$ cat src/rtl/bus_pkg.sv
// Shared definitions for the bus source selector / arbiter.
//   state_t     : FSM encodings for the round-robin controller
//   MODE_*      : values of the mode input
//   clog2       : constant-evaluable ceil(log2(n)) used for index widths
package bus_pkg;

  typedef enum logic [1:0] {
    ST_IDLE   = 2'd0,
    ST_OWNED  = 2'd1,
    ST_LOCKED = 2'd2
  } state_t;

  localparam logic MODE_DIRECT = 1'b0;
  localparam logic MODE_RR     = 1'b1;

  function automatic int clog2(input int n);
    int r;
    r = 0;
    while ((1 << r) < n) r++;
    return r;
  endfunction

endpackage

$ cat src/rtl/rr_arbiter.sv
// Combinational round-robin search.
//   req        : per-source request vector
//   ptr        : index of the most recent winner; search starts at ptr+1
//   found      : at least one request is set
//   winner_idx : binary index of the first set request after ptr (mod N_SRC)
//   winner_oh  : one-hot form of winner_idx, zero when nothing is found
module rr_arbiter #(
  parameter int N_SRC = 8,
  parameter int SEL_W = 3
) (
  input  logic [N_SRC-1:0] req,
  input  logic [SEL_W-1:0] ptr,
  output logic             found,
  output logic [SEL_W-1:0] winner_idx,
  output logic [N_SRC-1:0] winner_oh
);

  // One extra bit so ptr+i never overflows before the modulo fold;
  // the fold keeps non-power-of-two sizes inside 0..N_SRC-1.
  logic [SEL_W:0] cand;

  always_comb begin
    found      = 1'b0;
    winner_idx = '0;
    winner_oh  = '0;
    cand       = '0;
    for (int i = 1; i <= N_SRC; i++) begin
      cand = {1'b0, ptr} + (SEL_W+1)'(i);
      if (cand >= (SEL_W+1)'(N_SRC)) cand = cand - (SEL_W+1)'(N_SRC);
      if (!found && req[cand[SEL_W-1:0]]) begin
        found      = 1'b1;
        winner_idx = cand[SEL_W-1:0];
      end
    end
    winner_oh[winner_idx] = found;
  end

endmodule

$ cat src/rtl/bus_arb_mux.sv
// Registered common-bus source selector with direct-select and
// round-robin (optionally locked) arbitration modes.
//   clk, rst   : clock, asynchronous active-high reset
//   mode       : 0 direct select via sel, 1 round-robin over req
//   sel        : source index for direct select
//   d          : flattened source data, source i at d[i*WIDTH +: WIDTH]
//   req, lock  : round-robin requests and owner bus lock
//   out        : registered bus value
//   out_valid  : out carries data from a granted source
//   grant      : one-hot owner, zero when the bus is free
//   grant_idx  : binary owner index, holds when grant is zero
//
// state     | meaning
// ST_IDLE   | nobody owns the bus (also forced while in direct mode)
// ST_OWNED  | one-cycle tenure, re-arbitrate every cycle
// ST_LOCKED | owner keeps the bus while lock and its req stay high
module bus_arb_mux
  import bus_pkg::*;
#(
  parameter  int WIDTH = 16,
  parameter  int N_SRC = 8,
  localparam int SEL_W = clog2(N_SRC)
) (
  input  logic                   clk,
  input  logic                   rst,
  input  logic                   mode,
  input  logic [SEL_W-1:0]       sel,
  input  logic [N_SRC*WIDTH-1:0] d,
  input  logic [N_SRC-1:0]       req,
  input  logic                   lock,
  output logic [WIDTH-1:0]       out,
  output logic                   out_valid,
  output logic [N_SRC-1:0]       grant,
  output logic [SEL_W-1:0]       grant_idx
);

  state_t           state;
  logic [SEL_W-1:0] ptr;
  logic             arb_found;
  logic [SEL_W-1:0] arb_idx;
  logic [N_SRC-1:0] arb_oh;
  logic             sel_ok;
  logic             hold;
  logic [WIDTH-1:0] src [N_SRC];

  for (genvar g = 0; g < N_SRC; g++) begin : g_src
    assign src[g] = d[g*WIDTH +: WIDTH];
  end

  // sel can address past the last source when N_SRC is not a power of two.
  assign sel_ok = ({1'b0, sel} < (SEL_W+1)'(N_SRC));
  // grant_idx is the owner index whenever the FSM is in LOCKED.
  assign hold   = (state == ST_LOCKED) && lock && req[grant_idx];

  rr_arbiter #(
    .N_SRC (N_SRC),
    .SEL_W (SEL_W)
  ) u_arb (
    .req        (req),
    .ptr        (ptr),
    .found      (arb_found),
    .winner_idx (arb_idx),
    .winner_oh  (arb_oh)
  );

  always_ff @(posedge clk or posedge rst) begin
    if (rst) begin
      out       <= '0;
      out_valid <= 1'b0;
      grant     <= '0;
      grant_idx <= '0;
      ptr       <= SEL_W'(N_SRC - 1);
      state     <= ST_IDLE;
    end else if (mode == MODE_DIRECT) begin
      state <= ST_IDLE;
      if (sel_ok) begin
        out       <= src[sel];
        grant     <= {{(N_SRC-1){1'b0}}, 1'b1} << sel;
        grant_idx <= sel;
        out_valid <= 1'b1;
      end else begin
        out       <= '0;
        grant     <= '0;
        out_valid <= 1'b0;
      end
    end else if (hold) begin
      out       <= src[grant_idx];
      out_valid <= 1'b1;
    end else if (arb_found) begin
      // IDLE, OWNED and a released LOCKED all arbitrate the same way.
      grant     <= arb_oh;
      grant_idx <= arb_idx;
      ptr       <= arb_idx;
      out       <= src[arb_idx];
      out_valid <= 1'b1;
      state     <= lock ? ST_LOCKED : ST_OWNED;
    end else begin
      grant     <= '0;
      out_valid <= 1'b0;
      state     <= ST_IDLE;
    end
  end

endmodule

$ cat config.mk
export PLATFORM = sky130hd
export DESIGN_NAME = bus_arb_mux
export DESIGN_NICKNAME = d
export VERILOG_FILES = /design/src/rtl/bus_pkg.sv /design/src/rtl/rr_arbiter.sv /design/src/rtl/bus_arb_mux.sv
export SDC_FILE = /design/constraint.sdc
export NUM_CORES = 1
export LEC_CHECK = 0
export CAP_MARGIN = 0
export CORE_ASPECT_RATIO = 1.1
export CORE_MARGIN = 2
export CORE_UTILIZATION = 51
export CTS_CLUSTER_SIZE = 30
export DETAILED_ROUTE_END_ITERATION = 8
export GPL_ROUTABILITY_DRIVEN = 0
export PLACE_DENSITY = 0.84
export SLEW_MARGIN = 20
export SYNTH_ARGS = -nofsm -noshare
export SYNTH_HDL_FRONTEND = slang
export SYNTH_SLANG_ARGS = --single-unit
$ cat constraint.sdc
create_clock -name clk -period 4.95 [get_ports clk]
set_input_delay 0.99 -clock clk [delete_from_list [all_inputs] [get_ports clk]]
set_output_delay 0.99 -clock clk [all_outputs]
set_load 0.05 [all_outputs]
## Yosys cells after proc, flatten, opt, wreduce, memory -nomap -nowiden

Index checks and enable logic that the tools add are counted.

- Register bits after elaboration: 33
- Logic and storage cells: 142
- Input port bits: 143
- Output and inout port bits: 28

- Shifts and indexed selects: 1
- Equality and inequality tests: 4
- $lt $le $gt $ge: 22
- Reductions and logical operators: 19
- Multiplexer cells: 69
- Add/subtract/negate cells: 16
- Bitwise gates (word level): 5

Operators with widths:

| cell | count |
|---|---|
| $bmux W16 S3 | 3 |
| $mux W16 | 9 |
| $mux W3 | 19 |
| $ge A4 B4 Y1 const B | 11 |
| $lt A3 B4 Y1 const B | 10 |
| $bmux W1 S3 | 9 |
| $mux W8 | 3 |
| $sub A3 B1 Y3 const B | 8 |
| $mux W1 | 21 |
| $add A3 B3 Y4 const B | 4 |
| $not A3 Y4 | 3 |
| $logic_and A1 B1 Y1 | 10 |
| $add A3 B2 Y4 const B | 2 |
| $and A8 B8 Y8 | 1 |
| $mux W2 | 4 |
| $shl A1 B3 Y8 const A | 1 |
| $logic_not A1 Y1 | 7 |
| $add A3 B1 Y4 const B | 1 |
| $add A3 B4 Y4 const B | 1 |
| $demux W1 S3 | 1 |
| $ge A3 B1 Y1 const B | 1 |
| $ne A3 B1 Y1 const B | 1 |
| $reduce_and A3 Y1 | 1 |
| $eq A2 B2 Y1 const B | 1 |
| other kinds (4) | 4 |

## Depth between registers and ports, before layout

Gate-level depths: netlist of the first run.

- Word-level depth: 35
- Depth in mapped cells: 18
- Mapped depth without buffers: 10

## Hierarchy

Synthesis of the first run repeated with hierarchy kept, for this count alone.

- Cells, all modules: 471
- Area total of the unflattened synthesis: 5689.2 µm²

By module, submodules not included:

| module | cells each | area each (µm²) | instances | seq. area each (µm²) |
|---|---|---|---|---|
| bus_arb_mux | 342 | 4560.6 | 1 | 829.5 |
| rr_arbiter | 129 | 1128.6 | 1 | 0.0 |

## Worst setup path after synthesis of the first run

Ideal clock, no wire load.

- Kind: reg-to-reg
- Start: register ptr[1]
- End: register out[10]
- Data arrival time: 3.565 ns
- Data required time: 4.819 ns
- Library setup time: 0.131 ns
- Cell stages (with the launch flop): 17
- Path slack: 1.255 ns
- Path buffers: 6
- Period minus slack after synthesis: 3.695 ns
- Path through: dfstp_2 > buf_4 > buf_6 > inv_1 > ha_1 > buf_4 > buf_8 > mux2i_1 > mux4_2 > a22o_1 > buf_6 > a221oi_4 > a311oi_2 > buf_4 > or4_1 > a31oi_1 > a31oi_1

- Cells in the longest elaborated chain, start to end: 34
- Elaborated cells between the ends (all ways): 86
- Those cells by class: add/sub: 16; order compare: 8; eq/ne: 1; mux: 46; bitwise: 1; reduce/logical: 14

RTL lines:

| element | line | RTL |
|---|---|---|
| start: declaration | bus_arb_mux.sv:38 | `logic [SEL_W-1:0] ptr;` |
| start signal: assignment | bus_arb_mux.sv:72 | `ptr <= SEL_W'(N_SRC - 1);` |
| start signal: assignment | bus_arb_mux.sv:93 | `ptr <= arb_idx;` |
| $add A3 B1 Y4 | rr_arbiter.sv:28 | `cand = {1'b0, ptr} + (SEL_W+1)'(i);` |
| $ge A4 B4 Y1 or $sub A3 B1 Y3 (tied branches) | rr_arbiter.sv:29 | `if (cand >= (SEL_W+1)'(N_SRC)) cand = cand - (SEL_W+1)'(N_SRC);` |
| $mux W3 | rr_arbiter.sv:29 |  |
| $bmux W1 S3 | rr_arbiter.sv:30 | `if (!found && req[cand[SEL_W-1:0]]) begin` |
| $mux W1 (not written as such) | rr_arbiter.sv:30 |  |
| $mux W1 | rr_arbiter.sv:30 |  |
| $logic_not A1 Y1 | rr_arbiter.sv:30 |  |
| $logic_and A1 B1 Y1 | rr_arbiter.sv:30 |  |
| (+17 left out) | -- |  |
| $logic_and A1 B1 Y1 | rr_arbiter.sv:30 |  |
| $mux W3 | rr_arbiter.sv:30 |  |
| $not A3 Y4 (not written as such) | bus_arb_mux.sv:94 | `out <= src[arb_idx];` |
| $bmux W16 S3 | bus_arb_mux.sv:94 |  |
| $mux W16 (not written as such) (2 in a row) | bus_arb_mux.sv:94 |  |
| $mux W16 | bus_arb_mux.sv:89 | `end else if (arb_found) begin` |
| $mux W16 | bus_arb_mux.sv:86 | `end else if (hold) begin` |
| $mux W16 | bus_arb_mux.sv:74 | `end else if (mode == MODE_DIRECT) begin` |
| end signal: assignment | bus_arb_mux.sv:77 | `out <= src[sel];` |
| end signal: assignment | bus_arb_mux.sv:87 | `out <= src[grant_idx];` |
| end signal: assignment | bus_arb_mux.sv:94 |  |
| end: declaration | bus_arb_mux.sv:31 | `output logic [WIDTH-1:0] out,` |

Parallel ways exist; a longest one is shown, timed or not. The select of a mux whose other input is x is not followed.
A chain may end at the register's enable or synchronous reset.

## Worst setup path in the final report of the first run

- Start: input req[7]
- End: register out[15]

- Cells in the longest elaborated chain, start to end: 31
- Elaborated cells between the ends (all ways): 57
- Those cells by class: eq/ne: 1; mux: 40; bitwise: 1; reduce/logical: 15

RTL lines:

| element | line | RTL |
|---|---|---|
| start: declaration | bus_arb_mux.sv:29 | `input logic [N_SRC-1:0] req,` |
| $bmux W1 S3 | rr_arbiter.sv:30 |  |
| $mux W1 (not written as such) | rr_arbiter.sv:30 |  |
| $mux W1 | rr_arbiter.sv:30 |  |
| $logic_not A1 Y1 | rr_arbiter.sv:30 |  |
| $logic_and A1 B1 Y1 | rr_arbiter.sv:30 |  |
| $mux W1 | rr_arbiter.sv:30 |  |
| $logic_not A1 Y1 | rr_arbiter.sv:30 |  |
| $logic_and A1 B1 Y1 | rr_arbiter.sv:30 |  |
| (+14 left out) | -- |  |
| $logic_and A1 B1 Y1 | rr_arbiter.sv:30 |  |
| $mux W3 | rr_arbiter.sv:30 |  |
| $not A3 Y4 (not written as such) | bus_arb_mux.sv:94 |  |
| $bmux W16 S3 | bus_arb_mux.sv:94 |  |
| $mux W16 (not written as such) (2 in a row) | bus_arb_mux.sv:94 |  |
| $mux W16 | bus_arb_mux.sv:89 |  |
| $mux W16 | bus_arb_mux.sv:86 |  |
| $mux W16 | bus_arb_mux.sv:74 |  |

Parallel ways exist; a longest one is shown, timed or not. The select of a mux whose other input is x is not followed.

==> results.py, run 1 <==
metrics = {
    "clocking": {
        "ctsResizeCount": 0,
        "cts_setup_buffers": 0,
        "htree_levels": 2,
        "clockBufferDepth": 2,
        "clkLatencyLatePin_ps": 280,
        "cts_tree": "built",
        "hold_buffers": 0,
        "cts_sinks": 33,
        "clk_pin_slew_ps": 60,
        "numCtsBuffers": 5,
        "root_buffer": "clkbuf_16",
    },
    "place": {
        "dp_hpwl_um": 15800,
        "placed_area_mm2": 0.00797,
        "portBuffers": 170,
    },
    "floorplan": {
        "die_area_mm2": 0.0132,
        "die_h_um": 120,
        "ioPinCount": 171,
        "core-area_mm2": 0.0120,
        "rows": 42,
        "start_util": 0.521,
        "die_x_um": 110,
    },
    "sta": {
        "rsz0062_at_grt": "no",
        "period_needed_ps": 4330,
        "tns_ps": 0,
        "max_slew_margin": 0.315,
        "drv_slew": 0,
        "setup_violations": 0,
        "finalHoldViolations": 0,
        "finalCritPeriodShare": 0.875,
        "worst_pin_slew_ps": 1030,
        "finClkSkew_ps": 6.15,
        "fmax_mhz": 231,
    },
    "setup_path": {
        "worstSetupStartpointType": "primary input",
        "crit_fanout": 30,
        "rr_startpoint": "ptr[0]$_DFFE_PP1P_",
        "required_ps": 5150,
        "cp_data_arrival_time_ps": 4530,
        "crit_type": "primary input to flop",
        "critPathCaptureType": "flop",
        "startpoint": "req[7]",
    },
    "layout": {
        "fin_area_mm2": 0.00813,
        "fin_nets": 933,
        "mostFrequentLayoutCells": "clkdlybuf4s50_1 (167), mux4_2 (81), o21ai_0 (45), nor2_1 (44), nand3_1 (42)",
        "fillCellCount": 903,
        "final_common_cell": "clkdlybuf4s50_1",
        "antenna_cells": 0,
        "drive_above_1_share": 0.226,
        "syn_to_final_growth_pct": 29.7,
    },
    "pwr": {
        "swShare": 0.555,
        "p_leak_nw": 2.90,
        "internal_power_mw": 3.01,
        "p_sw_mw": 3.76,
        "share_comb_of_total_power": 0.873,
        "cellPowerDensity_mw_per_mm2": 833,
        "p_clk_frac": 0.051,
        "seqPwrFrac": 0.076,
        "ir_drop_uv": 746,
    },
    "global_routing": {
        "antenna_found_initial": 0,
        "track_usage": 0.347,
        "grt.overflow.total": 0,
        "grt_max_degree": 49,
        "grt_pass1_wl_um": 35800,
        "grt_pass1_vias": 7014,
    },
    "route": {
        "viasPerCell": 7.42,
        "drt_pass1_iterations": 5,
        "vias": 6997,
        "routed_wirelength_um": 23000,
        "wl_per_cell_um": 24.4,
        "ant_nets": 0,
        "drc": 0,
        "drtIter0Drc": 992,
    },
    "synth": {
        "synth_area_per_cell_um2": 9.31,
        "synth-async-reset-ratio": 1.00,
        "synth_enable_flop_cells": 0,
        "mappedNetlistArea_mm2": 0.00627,
        "netlist_instances": 673,
        "synth.distinct_cells": 63,
        "ys.flop_type": "dfrtp_1",
        "yosysSeqAreaShare": 0.132,
        "ys_ff_latch": 33,
        "yosys_warnings": 0,
        "synth.net_count": 818,
    },
    "worst_hold_path": {
        "min_from": "grant[3]$_DFFE_PP0N_",
        "hp-class": "flop to flop",
    },
    "outcome": {
        "status": "finished clean",
    },
    "flow_run": {
        "drv_cap": 0,
    },
}
## stage by stage
step                      setup slack [ps]  power (mW)   util  cells  hold slack, ps
final                                  621        6.77  0.676    943             502
after global routing                   504        7.16  0.676    943             519
after CTS                              701        6.63  0.676    943             511
after detailed placement               413        6.26  0.662    935             496
after global placement                 671        6.06  0.662    935             493
after floorplan                       1250        4.85      -    673             770
## logic make-up after synthesis
logic type	count (synthesis)	synth area share
AND/OR/NAND/NOR	193	0.160
adder cells (fa/ha/maj)	2	0.00399
XOR/XNOR	4	0.00559
buffers and inverters	95	0.0733
multiplexers	156	0.420
AO/OA/AOI/OAI	190	0.205
flip-flops	33	0.132
## sequential cells by signal, indices dropped and copies added (netlist names)
name and flops:
grant_idx 3, ptr 3, grant 8, out_valid 1, state 2, out 16
## cell usage after synthesis (all sizes together) (4+ instances only)
master | count | share of area
mux2i | 36 | 0.058
o22ai | 18 | 0.018
o211ai | 16 | 0.019
o21ai | 57 | 0.046
nand2 | 37 | 0.023
mux4 | 81 | 0.29
a31oi | 40 | 0.040
nor2 | 46 | 0.028
a21oi | 6 | 0.0048
nand4 | 22 | 0.024
and2 | 5 | 0.0050
nor2b | 4 | 0.0040
clkbuf | 49 | 0.029
inv | 6 | 0.0036
a211o | 16 | 0.022
o21a | 18 | 0.022
or4 | 16 | 0.019
buf | 40 | 0.040
mux2 | 39 | 0.071
nand3 | 42 | 0.034
or3 | 5 | 0.0050
dfrtp | 30 | 0.12
## metal layers
layer	track usage	wire length, µm
met5	0	0
met3	0.0491	2390
met1	0.423	8080
met4	0.188	1320
met2	0.584	11200
## power by group through the flow
stage,Clock (mW),Sequential [mW],Combinational [mW]
floorplan,0,0.784,4.07
global placement,0,0.514,5.54
detailed placement,0,0.519,5.74
CTS,0.340,0.515,5.77
global route,0.349,0.527,6.28
finish,0.344,0.517,5.91
## worst max-delay path: stages
cell             delay, ps
clkdlybuf4s50_1        600
mux4_2                 610
nor2_1                 140
a22o_1                 500
nand4_2                290
o2bb2ai_4              530
buf_12                 240
o21ai_0                140
a211o_1                320
a31oi_1                150
## final cells by class
class / instances / area, µm² / area share
sequential: 33 / 831 / 0.102
timing repair buffer: 197 / 1920 / 0.236
tap: 154 / 193 / 0.0237
multi-input combinational: 545 / 5010 / 0.616
inverter: 6 / 22.5 / 0.00277
clock inverter: 1 / 5.00 / 0.000615
clock buffer: 7 / 153 / 0.0188
## path summary, 6_finish.rpt
path | to | slack [ps] | cells after the start
max reg2reg | out[15]$_DFFE_PP0P_ | 880 | 11
min reg2reg | grant[3]$_DFFE_PP0N_ | 500 | 1
max | out[15]$_DFFE_PP0P_ | 620 | 10
min | grant[3]$_DFFE_PP0N_ | 500 | 1
min in group asynchronous | grant[1]$_DFFE_PP0N_ | 1130 | 3
max in group asynchronous | ptr[1]$_DFFE_PP1P_ | 3460 | 3
Note: power is estimated with default switching activity, not from simulation.
==> run 2: changes to the inputs <==
- CELL_PAD_IN_SITES_DETAIL_PLACEMENT: default -> 2
- CELL_PAD_IN_SITES_GLOBAL_PLACEMENT: default -> 2
- CORE_UTILIZATION: 51 -> 40
- DONT_BUFFER_PORTS: default -> 1
- PLACE_DENSITY: 0.84 -> default
- PLACE_DENSITY_LB_ADDON: default -> 0.1
==> results.py, run 2 (synthesized netlist as in run 1, its figures left out) <==
metrics = {
    "floorplan": {
        "ioPinCount": 171,
        "start_util": 0.404,
        "rows": 48,
        "die_area_mm2": 0.0167,
        "core-area_mm2": 0.0155,
        "die_x_um": 123,
        "die_h_um": 135,
    },
    "setup_path": {
        "crit_end": "out[14]$_DFFE_PP0P_",
        "cp_slowest_stage_delay_ps": 880,
        "worstPathCellList": "inv_1 > ha_2 > mux4_2 > mux2i_2 > o21ai_1 > a311oi_4 > buf_12 > o21ai_0 > a211o_1 > a31oi_1",
        "rrSetupSlack_ps": 440,
        "cpMaxStageDelayCell": "a311oi_4",
        "crit_type": "flop to flop",
        "timing.rr.end": "out[14]$_DFFE_PP0P_",
        "worstSetupStartpointType": "flop",
        "required_ps": 5150,
        "rr_startpoint": "ptr[0]$_DFFE_PP1P_",
        "critPathCaptureType": "flop",
        "crit_fanout": 27,
        "cp_top_family": "compound AO/OA/AOI/OAI gates",
        "cp.depth": 10,
        "rr_worst_depth": 10,
        "startpoint": "ptr[0]$_DFFE_PP1P_",
        "cp_data_arrival_time_ps": 4700,
        "crit_buf_inv": 2,
    },
    "global_routing": {
        "grt_pass1_vias": 6660,
        "grt.overflow.total": 0,
        "track_usage": 0.316,
        "grt_max_degree": 50,
        "grt_pass1_wl_um": 39900,
        "antenna_found_initial": 0,
    },
    "clocking": {
        "cts_sinks": 33,
        "cts_tree": "built",
        "cts_setup_buffers": 0,
        "htree_levels": 2,
        "clkLatencyLatePin_ps": 290,
        "clockBufferDepth": 2,
        "numCtsBuffers": 5,
        "clk_pin_slew_ps": 70,
        "root_buffer": "clkbuf_16",
    },
    "sta": {
        "finalCritPeriodShare": 0.910,
        "max_slew_margin": 0.300,
        "worst_pin_slew_ps": 1050,
        "finClkSkew_ps": 6.65,
        "drv_slew": 0,
        "tns_ps": 0,
        "period_needed_ps": 4510,
        "setup_violations": 0,
        "finalHoldViolations": 0,
        "rsz0062_at_grt": "no",
        "fmax_mhz": 222,
    },
    "route": {
        "viasPerCell": 7.48,
        "drtIter0Drc": 477,
        "wl_per_cell_um": 32.7,
        "vias": 6101,
        "ant_nets": 0,
        "drt_pass1_iterations": 5,
        "routed_wirelength_um": 26700,
        "drc": 0,
    },
    "layout": {
        "largestRegisters": "out: 16 flops, grant: 8 flops",
        "final_common_cell": "mux4_2",
        "fin_nets": 760,
        "syn_to_final_growth_pct": 4.21,
        "mostFrequentLayoutCells": "mux4_2 (81), o21ai_0 (45), nor2_1 (44), nand3_1 (42), a31oi_1 (39)",
        "antenna_cells": 0,
        "largest_reg_flops": 16,
        "drive_above_1_share": 0.284,
        "top_register": "out",
    },
    "place": {
        "portBuffers": 0,
        "dp_hpwl_um": 18000,
    },
    "flow_run": {
        "drv_cap": 0,
    },
    "outcome": {
        "status": "finished clean",
    },
    "worst_hold_path": {
        "hp-class": "primary input to async pin",
    },
}
-- run 2: cell count changes in the layout (fill, tap and decap cells not counted), sizes merged --
cell | before | now
clkbuf | 7 | 5
clkdlybuf4s50 | 167 | 0
clkinv | 1 | 2
buf | 30 | 24
bufinv | 0 | 1
clkinvlp | 0 | 1
inv | 6 | 5
-- run 2: per-layer routing --
| layer | GRT usage | part of all wire |
|---|---|---|
| met1 | 0.414 | 0.41 |
| met2 | 0.523 | 0.49 |
| met3 | 0.0690 | 0.082 |
| met4 | 0.0896 | 0.024 |
| met5 | 0 | 0 |
-- run 2: stage by stage --
stage | instances | setup slack (ps) | hold slack, ps | cell area [µm²] | utilization
after floorplan | 673 | 1250 | 770 | 6270 | -
after global placement | 808 | 549 | 747 | 6360 | 0.410
after detailed placement | 808 | 284 | 775 | 6360 | 0.410
after CTS | 816 | 241 | 724 | 6530 | 0.421
after global routing | 816 | 183 | 746 | 6530 | 0.422
final | 816 | 445 | 706 | 6530 | 0.422
-- run 2: worst min path at each step --
stage	to	slack [ps]	cells past startpoint
5_1_grt	grant[4]$_DFFE_PP0N_	750	2
2_1_floorplan	ptr[0]$_DFFE_PP1P_	770	3
4_1_cts	grant[4]$_DFFE_PP0N_	720	2
6_report	grant[4]$_DFFE_PP0N_	710	2
3_5_place_dp	ptr[2]$_DFFE_PP1P_	770	2
3_3_place_gp	ptr[2]$_DFFE_PP1P_	750	2
-- run 2: final cells by class --
class                      count  area (µm²)
inverter                       6        22.5
timing repair buffer          24         218
sequential                    33         836
fill                        1659        8960
tap                          200         250
multi-input combinational    545        5030
clock buffer                   5         125
clock inverter                 3        46.3
-- run 2: timing repair --
action,in CTS,in global routing
resized for setup,0,1
setup endpoints to repair,0,7
hold buffers,0,0
Power of run 2 is left out: the tool's default activity adds up to more than one toggle a clock period on the data nets, which glitch-free logic cannot reach.
